**config.mk**
```make
export PLATFORM = sky130hd
export DESIGN_NAME = opc_decode_stage_flat
export DESIGN_NICKNAME = d
export VERILOG_FILES = /design/src/rtl/riscv_pkg.sv /design/src/rtl/opc_decode_stage_if.sv /design/src/rtl/opc_decode_comb.sv /design/src/rtl/opc_decode_stage.sv /design/src/flat_wrapper.sv
export SDC_FILE = /design/constraint.sdc
export NUM_CORES = 1
export LEC_CHECK = 0
export ABC_CLOCK_PERIOD_IN_PS = 6700
export CAP_MARGIN = 40
export CORE_ASPECT_RATIO = 1.1
export CORE_MARGIN = 1.5
export CORE_UTILIZATION = 30
export DETAILED_ROUTE_END_ITERATION = 7
export GPL_TIMING_DRIVEN = 0
export PLACE_DENSITY_LB_ADDON = 0.25
export SYNTH_ARGS = -nofsm -noshare
export SYNTH_HDL_FRONTEND = slang
export SYNTH_HIERARCHICAL = 1
export SYNTH_SLANG_ARGS = --single-unit
```
**constraint.sdc**
```tcl
create_clock -name clk -period 6.7 [get_ports clk]
set_input_delay 0.67 -clock clk [delete_from_list [all_inputs] [get_ports clk]]
set_output_delay 0.67 -clock clk [all_outputs]
set_load 0.005 [all_outputs]
```
**src/rtl/riscv_pkg.sv**
```systemverilog
// Shared definitions for the RISC core decode stage.
//   - opcode encodings (opc_e)
//   - default field widths and instruction field bit positions
//   - decoded_t: one decoded instruction as carried through the stage
package riscv_pkg;

  localparam int unsigned XLEN      = 32;  // instruction / immediate width
  localparam int unsigned OPC_BITS  = 6;   // opcode field width
  localparam int unsigned OPS_LEGAL = 25;  // legal opcodes 0..OPS_LEGAL-1
  localparam int unsigned REG_BITS  = 5;   // register specifier width
  localparam int unsigned IMM_BITS  = 16;  // immediate field width

  // Register field LSB positions within the instruction word
  localparam int unsigned RD_LSB  = 21;
  localparam int unsigned RS1_LSB = 16;
  localparam int unsigned RS2_LSB = 11;

  typedef enum logic [OPC_BITS-1:0] {
    OPC_NOP  = 6'h00,
    OPC_ADD  = 6'h01,
    OPC_SUB  = 6'h02,
    OPC_AND  = 6'h03,
    OPC_OR   = 6'h04,
    OPC_XOR  = 6'h05,
    OPC_NOT  = 6'h06,
    OPC_LD   = 6'h07,
    OPC_ST   = 6'h08,
    OPC_BEQ  = 6'h09,
    OPC_BNE  = 6'h0A,
    OPC_BLT  = 6'h0B,
    OPC_JMP  = 6'h0C,
    OPC_JAL  = 6'h0D,
    OPC_JR   = 6'h0E,
    OPC_MUL  = 6'h0F,
    OPC_DIV  = 6'h10,
    OPC_SLI  = 6'h11,
    OPC_SRI  = 6'h12,
    OPC_ADDI = 6'h13,
    OPC_ANDI = 6'h14,
    OPC_ORI  = 6'h15,
    OPC_ADDF = 6'h16,
    OPC_SUBF = 6'h17,
    OPC_MULF = 6'h18
  } opc_e;

  typedef struct packed {
    logic [OPS_LEGAL-2:0] onehot;
    logic                 nop;
    logic                 illegal;
    logic [REG_BITS-1:0]  rd;
    logic [REG_BITS-1:0]  rs1;
    logic [REG_BITS-1:0]  rs2;
    logic [XLEN-1:0]      imm;
  } decoded_t;

endpackage

```
**src/rtl/opc_decode_stage_if.sv**
```systemverilog
// Handshake bus of the decode stage.
//   in_valid/in_ready/in_instr : instruction input from fetch
//   out_valid/out_ready/out_*  : decoded entry towards register-read
// slave modport: the decode stage; master modport: fetch/downstream side.
interface opc_decode_stage_if #(
  parameter int unsigned INSTR_W = 32,
  parameter int unsigned NUM_OPS = 25,
  parameter int unsigned REG_W   = 5
);
  logic               in_valid;
  logic               in_ready;
  logic [INSTR_W-1:0] in_instr;
  logic               out_valid;
  logic               out_ready;
  logic [NUM_OPS-2:0] out_onehot;
  logic               out_nop;
  logic               out_illegal;
  logic [REG_W-1:0]   out_rd;
  logic [REG_W-1:0]   out_rs1;
  logic [REG_W-1:0]   out_rs2;
  logic [INSTR_W-1:0] out_imm;

  modport slave (
    input  in_valid, in_instr, out_ready,
    output in_ready, out_valid, out_onehot, out_nop, out_illegal,
           out_rd, out_rs1, out_rs2, out_imm
  );

  modport master (
    output in_valid, in_instr, out_ready,
    input  in_ready, out_valid, out_onehot, out_nop, out_illegal,
           out_rd, out_rs1, out_rs2, out_imm
  );
endinterface

```
**src/rtl/opc_decode_comb.sv**
```systemverilog
// Pure combinational opcode decoder.
//   instr : raw instruction word
//   dec   : one-hot op select, nop/illegal flags, register fields and the
//           extended immediate (zero-extended for sli/sri, sign-extended else)
module opc_decode_comb
  import riscv_pkg::*;
#(
  parameter int unsigned INSTR_W = 32,
  parameter int unsigned OPC_W   = 6,
  parameter int unsigned NUM_OPS = 25,
  parameter int unsigned REG_W   = 5,
  parameter int unsigned IMM_W   = 16
) (
  input  logic [INSTR_W-1:0] instr,
  output decoded_t           dec
);

  logic [OPC_W-1:0]   opc;
  logic [IMM_W-1:0]   imm;
  logic [NUM_OPS-2:0] onehot;

  assign opc = instr[INSTR_W-1 -: OPC_W];
  assign imm = instr[IMM_W-1:0];

  // Bit i selects opcode i+1; nop shares bit 0 because it executes as add.
  for (genvar g = 0; g < NUM_OPS - 1; g++) begin : g_onehot
    if (g == 0) begin : g_add
      assign onehot[g] = (opc == OPC_ADD) || (opc == OPC_NOP);
    end else begin : g_op
      assign onehot[g] = (32'(opc) == 32'(g + 1));
    end
  end

  always_comb begin
    dec         = '0;
    dec.onehot  = onehot;
    dec.nop     = (opc == OPC_NOP);
    dec.illegal = (32'(opc) >= NUM_OPS);
    dec.rd      = instr[RD_LSB  +: REG_W];
    dec.rs1     = instr[RS1_LSB +: REG_W];
    dec.rs2     = instr[RS2_LSB +: REG_W];
    if (opc == OPC_SLI || opc == OPC_SRI) begin
      dec.imm = {{(INSTR_W-IMM_W){1'b0}}, imm};
    end else begin
      dec.imm = {{(INSTR_W-IMM_W){imm[IMM_W-1]}}, imm};
    end
  end

endmodule

```
**src/rtl/opc_decode_stage.sv**
```systemverilog
// Registered opcode decode stage with a 2-entry skid buffer.
//   clk, rst      : clock, asynchronous active-high reset
//   flush         : synchronous flush, discards all held entries
//   bus           : slave side of the decode handshake bus
//   illegal_count : saturating count of accepted illegal opcodes
// M drives the outputs; S catches the one instruction that arrives while M
// is stalled, which lets in_ready be a flop with no path from out_ready.
module opc_decode_stage
  import riscv_pkg::*;
#(
  parameter int unsigned INSTR_W = 32,
  parameter int unsigned OPC_W   = 6,
  parameter int unsigned NUM_OPS = 25,
  parameter int unsigned REG_W   = 5,
  parameter int unsigned IMM_W   = 16,
  parameter int unsigned CNT_W   = 8
) (
  input  logic                  clk,
  input  logic                  rst,
  input  logic                  flush,
  opc_decode_stage_if.slave     bus,
  output logic [CNT_W-1:0]      illegal_count
);

  decoded_t         dec;
  decoded_t         m_data_q, m_data_d;
  decoded_t         s_data_q, s_data_d;
  logic             m_valid_q, m_valid_d;
  logic             s_valid_q, s_valid_d;
  logic             in_ready_q, in_ready_d;
  logic [CNT_W-1:0] cnt_q, cnt_d;
  logic             accept;
  logic             m_xfer;

  opc_decode_comb #(
    .INSTR_W (INSTR_W),
    .OPC_W   (OPC_W),
    .NUM_OPS (NUM_OPS),
    .REG_W   (REG_W),
    .IMM_W   (IMM_W)
  ) u_dec (
    .instr (bus.in_instr),
    .dec   (dec)
  );

  assign accept = bus.in_valid & in_ready_q;
  assign m_xfer = m_valid_q & bus.out_ready;

  always_comb begin
    m_valid_d = m_valid_q;
    m_data_d  = m_data_q;
    s_valid_d = s_valid_q;
    s_data_d  = s_data_q;
    cnt_d     = cnt_q;

    if (flush) begin
      m_valid_d = 1'b0;
      s_valid_d = 1'b0;
    end else begin
      // in_ready is low whenever S is valid, so the S->M refill never
      // coincides with an accept.
      if (m_xfer && s_valid_q) begin
        m_data_d  = s_data_q;
        s_valid_d = 1'b0;
      end else if (accept && (!m_valid_q || m_xfer)) begin
        m_valid_d = 1'b1;
        m_data_d  = dec;
      end else if (accept) begin
        s_valid_d = 1'b1;
        s_data_d  = dec;
      end else if (m_xfer) begin
        m_valid_d = 1'b0;
      end

      if (accept && dec.illegal && (cnt_q != '1)) begin
        cnt_d = cnt_q + CNT_W'(1);
      end
    end

    in_ready_d = ~s_valid_d;
  end

  always_ff @(posedge clk or posedge rst) begin
    if (rst) begin
      m_valid_q  <= 1'b0;
      s_valid_q  <= 1'b0;
      in_ready_q <= 1'b1;
      m_data_q   <= '0;
      s_data_q   <= '0;
      cnt_q      <= '0;
    end else begin
      m_valid_q  <= m_valid_d;
      s_valid_q  <= s_valid_d;
      in_ready_q <= in_ready_d;
      m_data_q   <= m_data_d;
      s_data_q   <= s_data_d;
      cnt_q      <= cnt_d;
    end
  end

  assign bus.in_ready    = in_ready_q;
  assign bus.out_valid   = m_valid_q;
  assign bus.out_onehot  = m_data_q.onehot;
  assign bus.out_nop     = m_data_q.nop;
  assign bus.out_illegal = m_data_q.illegal;
  assign bus.out_rd      = m_data_q.rd;
  assign bus.out_rs1     = m_data_q.rs1;
  assign bus.out_rs2     = m_data_q.rs2;
  assign bus.out_imm     = m_data_q.imm;
  assign illegal_count   = cnt_q;

endmodule

```
**src/flat_wrapper.sv**
```systemverilog
// flat-port wrapper written by rule: the top's interface ports become plain ports
module opc_decode_stage_flat import riscv_pkg::*;
#(
  parameter int unsigned INSTR_W = 32,
  parameter int unsigned OPC_W   = 6,
  parameter int unsigned NUM_OPS = 25,
  parameter int unsigned REG_W   = 5,
  parameter int unsigned IMM_W   = 16,
  parameter int unsigned CNT_W   = 8
)
  (clk, rst, flush, illegal_count, bus_in_valid, bus_in_instr, bus_out_ready, bus_in_ready, bus_out_valid, bus_out_onehot, bus_out_nop, bus_out_illegal, bus_out_rd, bus_out_rs1, bus_out_rs2, bus_out_imm);
  opc_decode_stage_if #(.INSTR_W(INSTR_W), .NUM_OPS(NUM_OPS), .REG_W(REG_W)) bus_i ();
  input  logic clk;
  input  logic rst;
  input  logic flush;
  output logic [CNT_W-1:0] illegal_count;
  input wire logic [$bits(bus_i.in_valid)-1:0] bus_in_valid;
  input wire logic [$bits(bus_i.in_instr)-1:0] bus_in_instr;
  input wire logic [$bits(bus_i.out_ready)-1:0] bus_out_ready;
  output wire logic [$bits(bus_i.in_ready)-1:0] bus_in_ready;
  output wire logic [$bits(bus_i.out_valid)-1:0] bus_out_valid;
  output wire logic [$bits(bus_i.out_onehot)-1:0] bus_out_onehot;
  output wire logic [$bits(bus_i.out_nop)-1:0] bus_out_nop;
  output wire logic [$bits(bus_i.out_illegal)-1:0] bus_out_illegal;
  output wire logic [$bits(bus_i.out_rd)-1:0] bus_out_rd;
  output wire logic [$bits(bus_i.out_rs1)-1:0] bus_out_rs1;
  output wire logic [$bits(bus_i.out_rs2)-1:0] bus_out_rs2;
  output wire logic [$bits(bus_i.out_imm)-1:0] bus_out_imm;
  assign bus_i.in_valid = bus_in_valid;
  assign bus_i.in_instr = bus_in_instr;
  assign bus_i.out_ready = bus_out_ready;
  assign bus_in_ready = bus_i.in_ready;
  assign bus_out_valid = bus_i.out_valid;
  assign bus_out_onehot = bus_i.out_onehot;
  assign bus_out_nop = bus_i.out_nop;
  assign bus_out_illegal = bus_i.out_illegal;
  assign bus_out_rd = bus_i.out_rd;
  assign bus_out_rs1 = bus_i.out_rs1;
  assign bus_out_rs2 = bus_i.out_rs2;
  assign bus_out_imm = bus_i.out_imm;
  opc_decode_stage #(.INSTR_W(INSTR_W), .OPC_W(OPC_W), .NUM_OPS(NUM_OPS), .REG_W(REG_W), .IMM_W(IMM_W), .CNT_W(CNT_W)) u_core (.clk(clk), .rst(rst), .flush(flush), .bus(bus_i), .illegal_count(illegal_count));
endmodule
```
### Word level (Yosys, flattened, before mapping)

Cells that the tools add are included.

* add/sub/neg operators: 1
* $lt $le $gt $ge: 1
* eq/ne operators: 27
* mux-type cells: 12
* bitwise gates (word level): 6
* reduce and logical (&&, ||, !) cells: 15

Operator list (number)
* 2-to-1 mux 73 bit: 2
* == test 6 x 5 -> 1 bit, second input constant: 9
* == test 6 x 4 -> 1 bit, second input constant: 8
* 2-to-1 mux 32 bit: 1
* == test 6 x 3 -> 1 bit, second input constant: 4
* == test 6 x 2 -> 1 bit, second input constant: 2
* 2-to-1 mux 1 bit: 9
* adder 8 x 1 -> 8 bit, second input constant: 1
* inequality test 8 bit, second input constant: 1
* == test 6 x 1 -> 1 bit, second input constant: 1
* >= comparator 6 x 5 -> 1 bit, second input constant: 1
* logical NOT 6 bit: 1
* logical AND 1 bit: 4
* inverter 1 bit: 4
* AND reduction 2 bit: 2
* AND reduction 4 bit: 1
* logical OR 1 bit: 3
* inequality test 3 bit, second input constant: 1
* AND reduction 3 bit: 1
* nonzero test 3 bit: 1
* bitwise AND 1 bit: 2
* inequality test 2 bit, second input constant: 1
* nonzero test 2 bit: 1
* logical NOT 1 bit: 1

* flip-flop bits (word level): 157
* input port bits: 37
* output and inout bits: 83
* word-level logic and storage cells: 80

### Depth between registers and ports, before layout

Gate-level depths: netlist (run 1).

* depth after elaboration: 7
* gate-level depth with buffers: 5
* mapped depth without buffers: 5

### Hierarchy

Netlist (run 1), hierarchy kept.

By module, submodules not included
* opc_decode_stage: times used 1, cells each 438, area an instance 6849.1 um^2, sequential area each 3930.0 um^2
* opc_decode_comb: times used 1, cells each 87, area an instance 571.8 um^2, sequential area each 0.0 um^2

### Worst setup path after synthesis (run 1)

OpenSTA, ideal clock, no wires.

* path kind: input to register
* start point: in bus_in_instr[31]
* end point: reg u_core.m_data_q (netlist bit u_core/bus.out_imm[27])
* library setup time: 0.127 ns
* arrival: 2.258 ns
* required time: 6.573 ns
* slack: 4.315 ns
* stages: 5
* buffers on the path: 1
* cells stage by stage: or4b_4 o21a_1 buf_4 mux2_2 mux2_1

RTL lines
* start: declaration: RTL line flat_wrapper.sv:18 `input wire logic [$bits(bus_i.in_instr)-1:0] bus_in_instr;`
* end signal: assignment: RTL line opc_decode_stage.sv:95 `m_data_q <= m_data_d;`
* end: declaration: RTL line opc_decode_stage.sv:26 `decoded_t m_data_q, m_data_d;`

==> results of run 1 <==
[Yosys cell counts, drive strengths merged (2+ instances only)]
library cell and n:
clkbuf 5, dfrtp 156, buf 64, nor2 25, a211oi 2, inv 4, nand2 6, nand3 3
or4b 3, mux2 221, a21o 2, nand4bb 3, nor4b 2, xor2 3, nand2b 4, xnor2 2
[cell type report]
cell class | instances | area share, %
clock buffers | 18 | 4.69
flip-flops and latches | 157 | 41.9
inverters | 4 | 0.214
clock inverters | 14 | 1.59
repair buffers | 95 | 10.3
multi-input cells | 295 | 31.8
plain buffers | 69 | 5.31
well taps | 310 | 4.14
[report_power, final]
part           leakage [nW]  switching, W  internal, W
Combinational          1.86      0.000154     0.000302
Sequential             1.99     0.0000919      0.00111
Clock                 0.276      0.000419     0.000535
Total                  4.12      0.000665      0.00194
[worst paths after layout]
path	from	cells past startpoint	end
worst max-delay path	bus_in_instr[29]	6	u_core/bus.out_imm[27]
worst min register to register	u_core/bus.out_onehot[6]	1	u_core/bus.out_onehot[6]
min in group asynchronous	rst	2	u_core/bus.out_imm[7]
worst min-delay path	u_core/bus.out_onehot[6]	1	u_core/bus.out_onehot[6]
worst max register to register	u_core/bus.in_ready	5	u_core/s_data_q[30]
max in group asynchronous	rst	3	u_core/bus.out_imm[31]
[layer usage]
metal / up-vias / wire length (um) / GRT usage [%]
met3: 9 / 773 / 3.96
met1: 2263 / 7230 / 15.8
met2: 91 / 7960 / 22.5
li1: 2064 / - / -
met5: - / 0 / 0
met4: 0 / 129 / 4.01
[metrics by stage]
| stage | total power (W) | TNS, ns | util [%] |
|---|---|---|---|
| 2_1_floorplan | 0.00144 | 0 | - |
| 3_3_place_gp | 0.00166 | -55.48 | 35.9 |
| 3_5_place_dp | 0.00168 | 0 | 36.0 |
| 4_1_cts | 0.00266 | 0 | 38.4 |
| 5_1_grt | 0.00276 | 0 | 38.4 |
| 6_report | 0.00261 | 0 | 38.4 |
[flip-flops by register name (all words and copies together) (netlist names)]
signal                  count
u_core/illegal_count        8
u_core/bus.out_rs2          5
u_core/s_data_q            73
u_core/bus.out_imm         32
u_core/bus.out_valid        1
u_core/bus.out_nop          1
u_core/bus.out_illegal      1
u_core/bus.out_rs1          5
u_core/bus.out_rd           5
u_core/bus.out_onehot      24
u_core/s_valid_q            1
u_core/bus.in_ready         1
[placed cells by master (no fill, tap or decap), drive strengths merged, types with 2 or more instances in the layout]
cell / n
a211oi: 2
a21o: 2
buf: 65
clkbuf: 23
clkdlybuf4s50: 94
clkinv: 2
clkinvlp: 4
dfrtp: 156
inv: 11
mux2: 221
nand2: 6
nand2b: 4
nand3: 3
nand4bb: 3
nor2: 25
nor4b: 2
or4b: 3
xnor2: 2
xor2: 3
[logic make-up (layout without fill, tap and decap cells)]
logic type                 Yosys count  after routing
and+or+nand+nor                     54             54
adders and majority gates            1              1
AOI/OAI and AO/OA                   13             13
muxes                              222            222
buffers and inverters               73            200
DFF                                157            157
xor gates and xnor gates             5              5
==> impl_metrics.json, run 1 <==
{
  "outcome": "finished, violations left",
  "violations": "design-rule violations",
  "synth-compound-area-share_pct": 1.55,
  "area_growth_pct": 26.3,
  "io_pins": 120,
  "yosysSeqAreaShare_pct": 53.0,
  "postLayoutCellArea_sq_um": 9370,
  "synthMuxAreaShare_pct": 33.7,
  "yosysTopAreaCell": "dfrtp_1",
  "drive_above_1_share_pct": 49.1,
  "dpl.cell_count": 930,
  "cts_tree": "yes",
  "synth_fa_ha_area_share_pct": 0.169,
  "drv_slew": 0,
  "critPathLaunchType": "primary input",
  "cts_made_buffers": 17,
  "clock_latency_ns": 0.42,
  "path_cells": "clkdlybuf4s50_1, or4b_4, o21a_1, buf_4, mux2_2, mux2_1",
  "dpl.hpwl_mm": 11.3,
  "drc": 10,
  "min-delay-path-class": "register to register",
  "cts_setup_buffers": 0,
  "hold_viol_final": 0,
  "dp_slack_ns": 3.40,
  "p_per_area_nw_per_um2": 278,
  "diodes": 0,
  "tightest_slew_ns": 0.914,
  "path_class": "primary input to register",
  "fp.dieH_um": 168,
  "detail_route.vias_per_cell": 4.60,
  "die-width_um": 153,
  "clk_transition_reported_paths_ns": 0.07,
  "setup_ws_ns": 3.87,
  "antenna_found_initial": 0,
  "setup_viol": 0,
  "drt_iter0_markers": 137,
  "yosys-top-cells-area": "dfrtp_1 (53%), mux2_2 (33%), buf_4 (4.7%)",
  "cp.required_ns": 7.01,
  "globalplace.congestion": 0.779,
  "synthXorXnorAreaFrac_pct": 0.590,
  "path_delay_family": "buffers and inverters",
  "synth.cell_area_sq_um": 7420,
  "core_area_sq_um": 24400,
  "antenna_left": 0,
  "first_pass_iters": 7,
  "drt_wl_total_mm": 16.1,
  "cts-resized-gates": 0,
  "crit_buf_inv": 2,
  "synth_top_family_by_area": "multiplexers",
  "critPathMaxStageDelay_ns": 0.62,
  "grt_remaining_overflow": 0,
  "placed_area_sq_um": 8780,
  "ys_async_sr_fraction_pct": 100,
  "num_vias": 4427,
  "period_share_pct": 42.2,
  "cp_max_fo": 17,
  "synth_cell_types": 42,
  "ys_ff_latch": 157,
  "endpoint_kind": "register",
  "relSlewSlack_pct": 39.1,
  "cp.arrival_ns": 3.13,
  "final_cells": 962,
  "final.setup_skew_ns": 0.00720,
  "wl_per_cell_um": 16.7,
  "synthCells": 525,
  "yosys.area_share.simple_pct": 4.15,
  "synth_nets": 563,
  "ys_warn_count": 6,
  "final.min_clock_period_ns": 2.83,
  "clock-sinks": 157,
  "fmax_mhz": 354,
  "root_buffer": "clkbuf_16",
  "synth_top_area_share_pct": 52.6,
  "cts.hold.buffers_added": 0,
  "leakage_nw": 4.12,
  "row_count": 60,
  "initial_utilization_pct": 30.4,
  "regArea_sq_um": 3930,
  "synthFlopType": "dfrtp_1",
  "fillers": 2316,
  "clockBufferDepth": 2,
  "whs_ns": 0.490,
  "grt_pass1_vias": 4908,
  "cts-htree-levels": 4,
  "irDropWorstVdd_mv": 0.144,
  "gr-usage-all-layers_pct": 13.1,
  "layout.nets": 677,
  "synth_area_per_cell_sq_um": 14.1,
  "grt_max_degree": 94,
  "port_buffers": 94,
  "multi_input_area_sq_um": 2980,
  "cap_violations": 0,
  "cpMaxStageDelayCell": "or4b_4",
  "rsz0062_at_grt": "no",
  "synth_edf_count": 0,
  "dieArea_sq_um": 25700,
  "r2r_slack_ns": 4.46,
  "grt_pass1_wl_mm": 26.2
}
No activity file was read; power rests on OpenSTA's default activity.
==> run 2: changes to the inputs <==
Settings changed: ABC_CLOCK_PERIOD_IN_PS 6700 to 2700.
Clock period 6.7 ns to 2.7 ns, I/O delays scaled along.
==> impl_metrics.json, run 2 (synthesis gave the netlist of run 1 again) <==
{
  "outcome": "finished, violations left",
  "violations": "design-rule violations",
  "fin_total_pwr_w": 0.00664,
  "cap_violations": 0,
  "r2r_start": "u_core/bus.in_ready",
  "clkPwrFrac_pct": 38.1,
  "critPathLaunchType": "primary input",
  "drive_above_1_share_pct": 49.3,
  "tightest_slew_ns": 0.859,
  "io_pins": 120,
  "relSlewSlack_pct": 42.7,
  "setup_viol": 0,
  "layout.nets": 680,
  "rsz0062_at_grt": "no",
  "dieArea_sq_um": 25700,
  "critPathMaxStageDelay_ns": 0.64,
  "antenna_found_initial": 0,
  "root_buffer": "clkbuf_16",
  "cp_max_fo": 17,
  "p_seq_share_pct": 44.7,
  "cts_setup_buffers": 0,
  "cp.required_ns": 3.00,
  "leakage_nw": 4.17,
  "placed_area_sq_um": 8830,
  "sw_frac_of_total_pct": 24.6,
  "clock-sinks": 157,
  "grt_pass1_wl_mm": 26.4,
  "dpl.hpwl_mm": 11.4,
  "globalplace.congestion": 0.797,
  "hold_depth": 2,
  "cts_made_buffers": 17,
  "cpMaxStageDelayCell": "or4b_4",
  "crit_buf_inv": 2,
  "wl_per_cell_um": 16.5,
  "cp.arrival_ns": 2.76,
  "fmax_mhz": 407,
  "final.setup_skew_ns": 0.00901,
  "fillers": 2332,
  "first_pass_iters": 6,
  "row_count": 60,
  "die-width_um": 153,
  "period_share_pct": 90.9,
  "power_frac_comb_pct": 17.2,
  "drt_iter0_markers": 136,
  "port_buffers": 94,
  "hold_viol_final": 0,
  "grt_remaining_overflow": 0,
  "r2r_slack_ns": 0.53,
  "final_common_cell": "mux2_2",
  "cts_tree": "yes",
  "final_cell_mix": "mux2_2 (215), dfrtp_1 (156), clkdlybuf4s50_1 (94), buf_4 (46), nor2_1 (25)",
  "core_area_sq_um": 24400,
  "drc": 10,
  "clockBufferDepth": 2,
  "diodes": 0,
  "intPower_w": 0.00500,
  "clk_transition_reported_paths_ns": 0.07,
  "min_from": "bus_in_instr[13]",
  "irDropWorstVdd_mv": 0.368,
  "drv_slew": 0,
  "holdPathEnd": "u_core/s_data_q[34]",
  "largest_reg_flops": 73,
  "area_growth_pct": 27.4,
  "num_vias": 4461,
  "detail_route.vias_per_cell": 4.62,
  "gr-usage-all-layers_pct": 13.2,
  "power_switching_w": 0.00163,
  "regArea_sq_um": 3930,
  "rr_worst_depth": 5,
  "clock_latency_ns": 0.42,
  "grt_max_degree": 38,
  "largest-register": "u_core/s_data_q",
  "p_per_area_nw_per_um2": 702,
  "postLayoutCellArea_sq_um": 9460,
  "cts.hold.buffers_added": 0,
  "fp.dieH_um": 168,
  "initial_utilization_pct": 30.4,
  "reg2reg_to": "u_core/s_data_q[17]",
  "path_class": "primary input to register",
  "cts-htree-levels": 4,
  "multi_input_area_sq_um": 2980,
  "path_cells": "clkdlybuf4s50_1, or4b_4, o21a_1, buf_4, mux2_2, mux2_1",
  "antenna_left": 0,
  "cts-resized-gates": 0,
  "drt_wl_total_mm": 16.0,
  "fin_util_pct": 38.8,
  "endpoint_kind": "register",
  "final.min_clock_period_ns": 2.45,
  "path_delay_family": "buffers and inverters",
  "min-delay-path-class": "primary input to register",
  "grt_pass1_vias": 4849
}
## run 2: metrics by stage
| stage | setup WS [ns] | hold WS, ns | cells | TNS [ns] |
|---|---|---|---|---|
| finish | 0.245 | 0.0894 | 965 | 0 |
| global route | 0.162 | 0.0696 | 965 | 0 |
| CTS | 0.268 | 0.0704 | 965 | 0 |
| detailed placement | -0.173 | 0.481 | 933 | -1.92 |
| global placement | -0.900 | 0.467 | 929 | -139.30 |
| floorplan | 0.444 | 0.333 | 525 | 0 |
## run 2: how the worst max path moves through the flow
stage               slack (ns)  cells after the start                     end              from
floorplan                 0.44                      1  u_core/bus.out_illegal               rst
global placement         -0.90                      2   u_core/bus.out_imm[7]               rst
detailed placement       -0.17                      6  u_core/bus.out_imm[27]  bus_in_instr[31]
CTS                       0.27                      6  u_core/bus.out_imm[27]  bus_in_instr[29]
global route              0.16                      6  u_core/bus.out_imm[27]  bus_in_instr[31]
finish                    0.25                      6  u_core/bus.out_imm[27]  bus_in_instr[31]
## run 2: cell type report
cell class                 instances  area share (%)
sequential                       157            41.6
clock buffer                      18            4.64
tap                              310            4.10
clock inverter                    14            1.96
timing repair buffer              98            10.8
multi-input combinational        295            31.5
inverter                           4           0.198
buffer                            69            5.27
## run 2: layer usage
layer	routed length (um)	global-route usage, %
met1	7140	16.5
met2	7960	22.6
met5	0	0
met4	123	3.58
met3	726	3.29
## run 2: power groups by stage
stage	sequential (W)	combinational [W]	clock [W]
4_1_cts	0.00298	0.00116	0.00263
3_3_place_gp	0.00299	0.00111	0
3_5_place_dp	0.00302	0.00116	0
5_1_grt	0.00304	0.00124	0.00273
2_1_floorplan	0.00298	0.000591	0
6_report	0.00297	0.00114	0.00253
## run 2: worst reg2reg max path, cell delays in order (launching register included)
cell and delay [ns]:
dfstp_2 0.55, nand2_1 0.13, nor4b_2 0.29, buf_2 0.36
buf_2 0.35, mux2_2 0.38
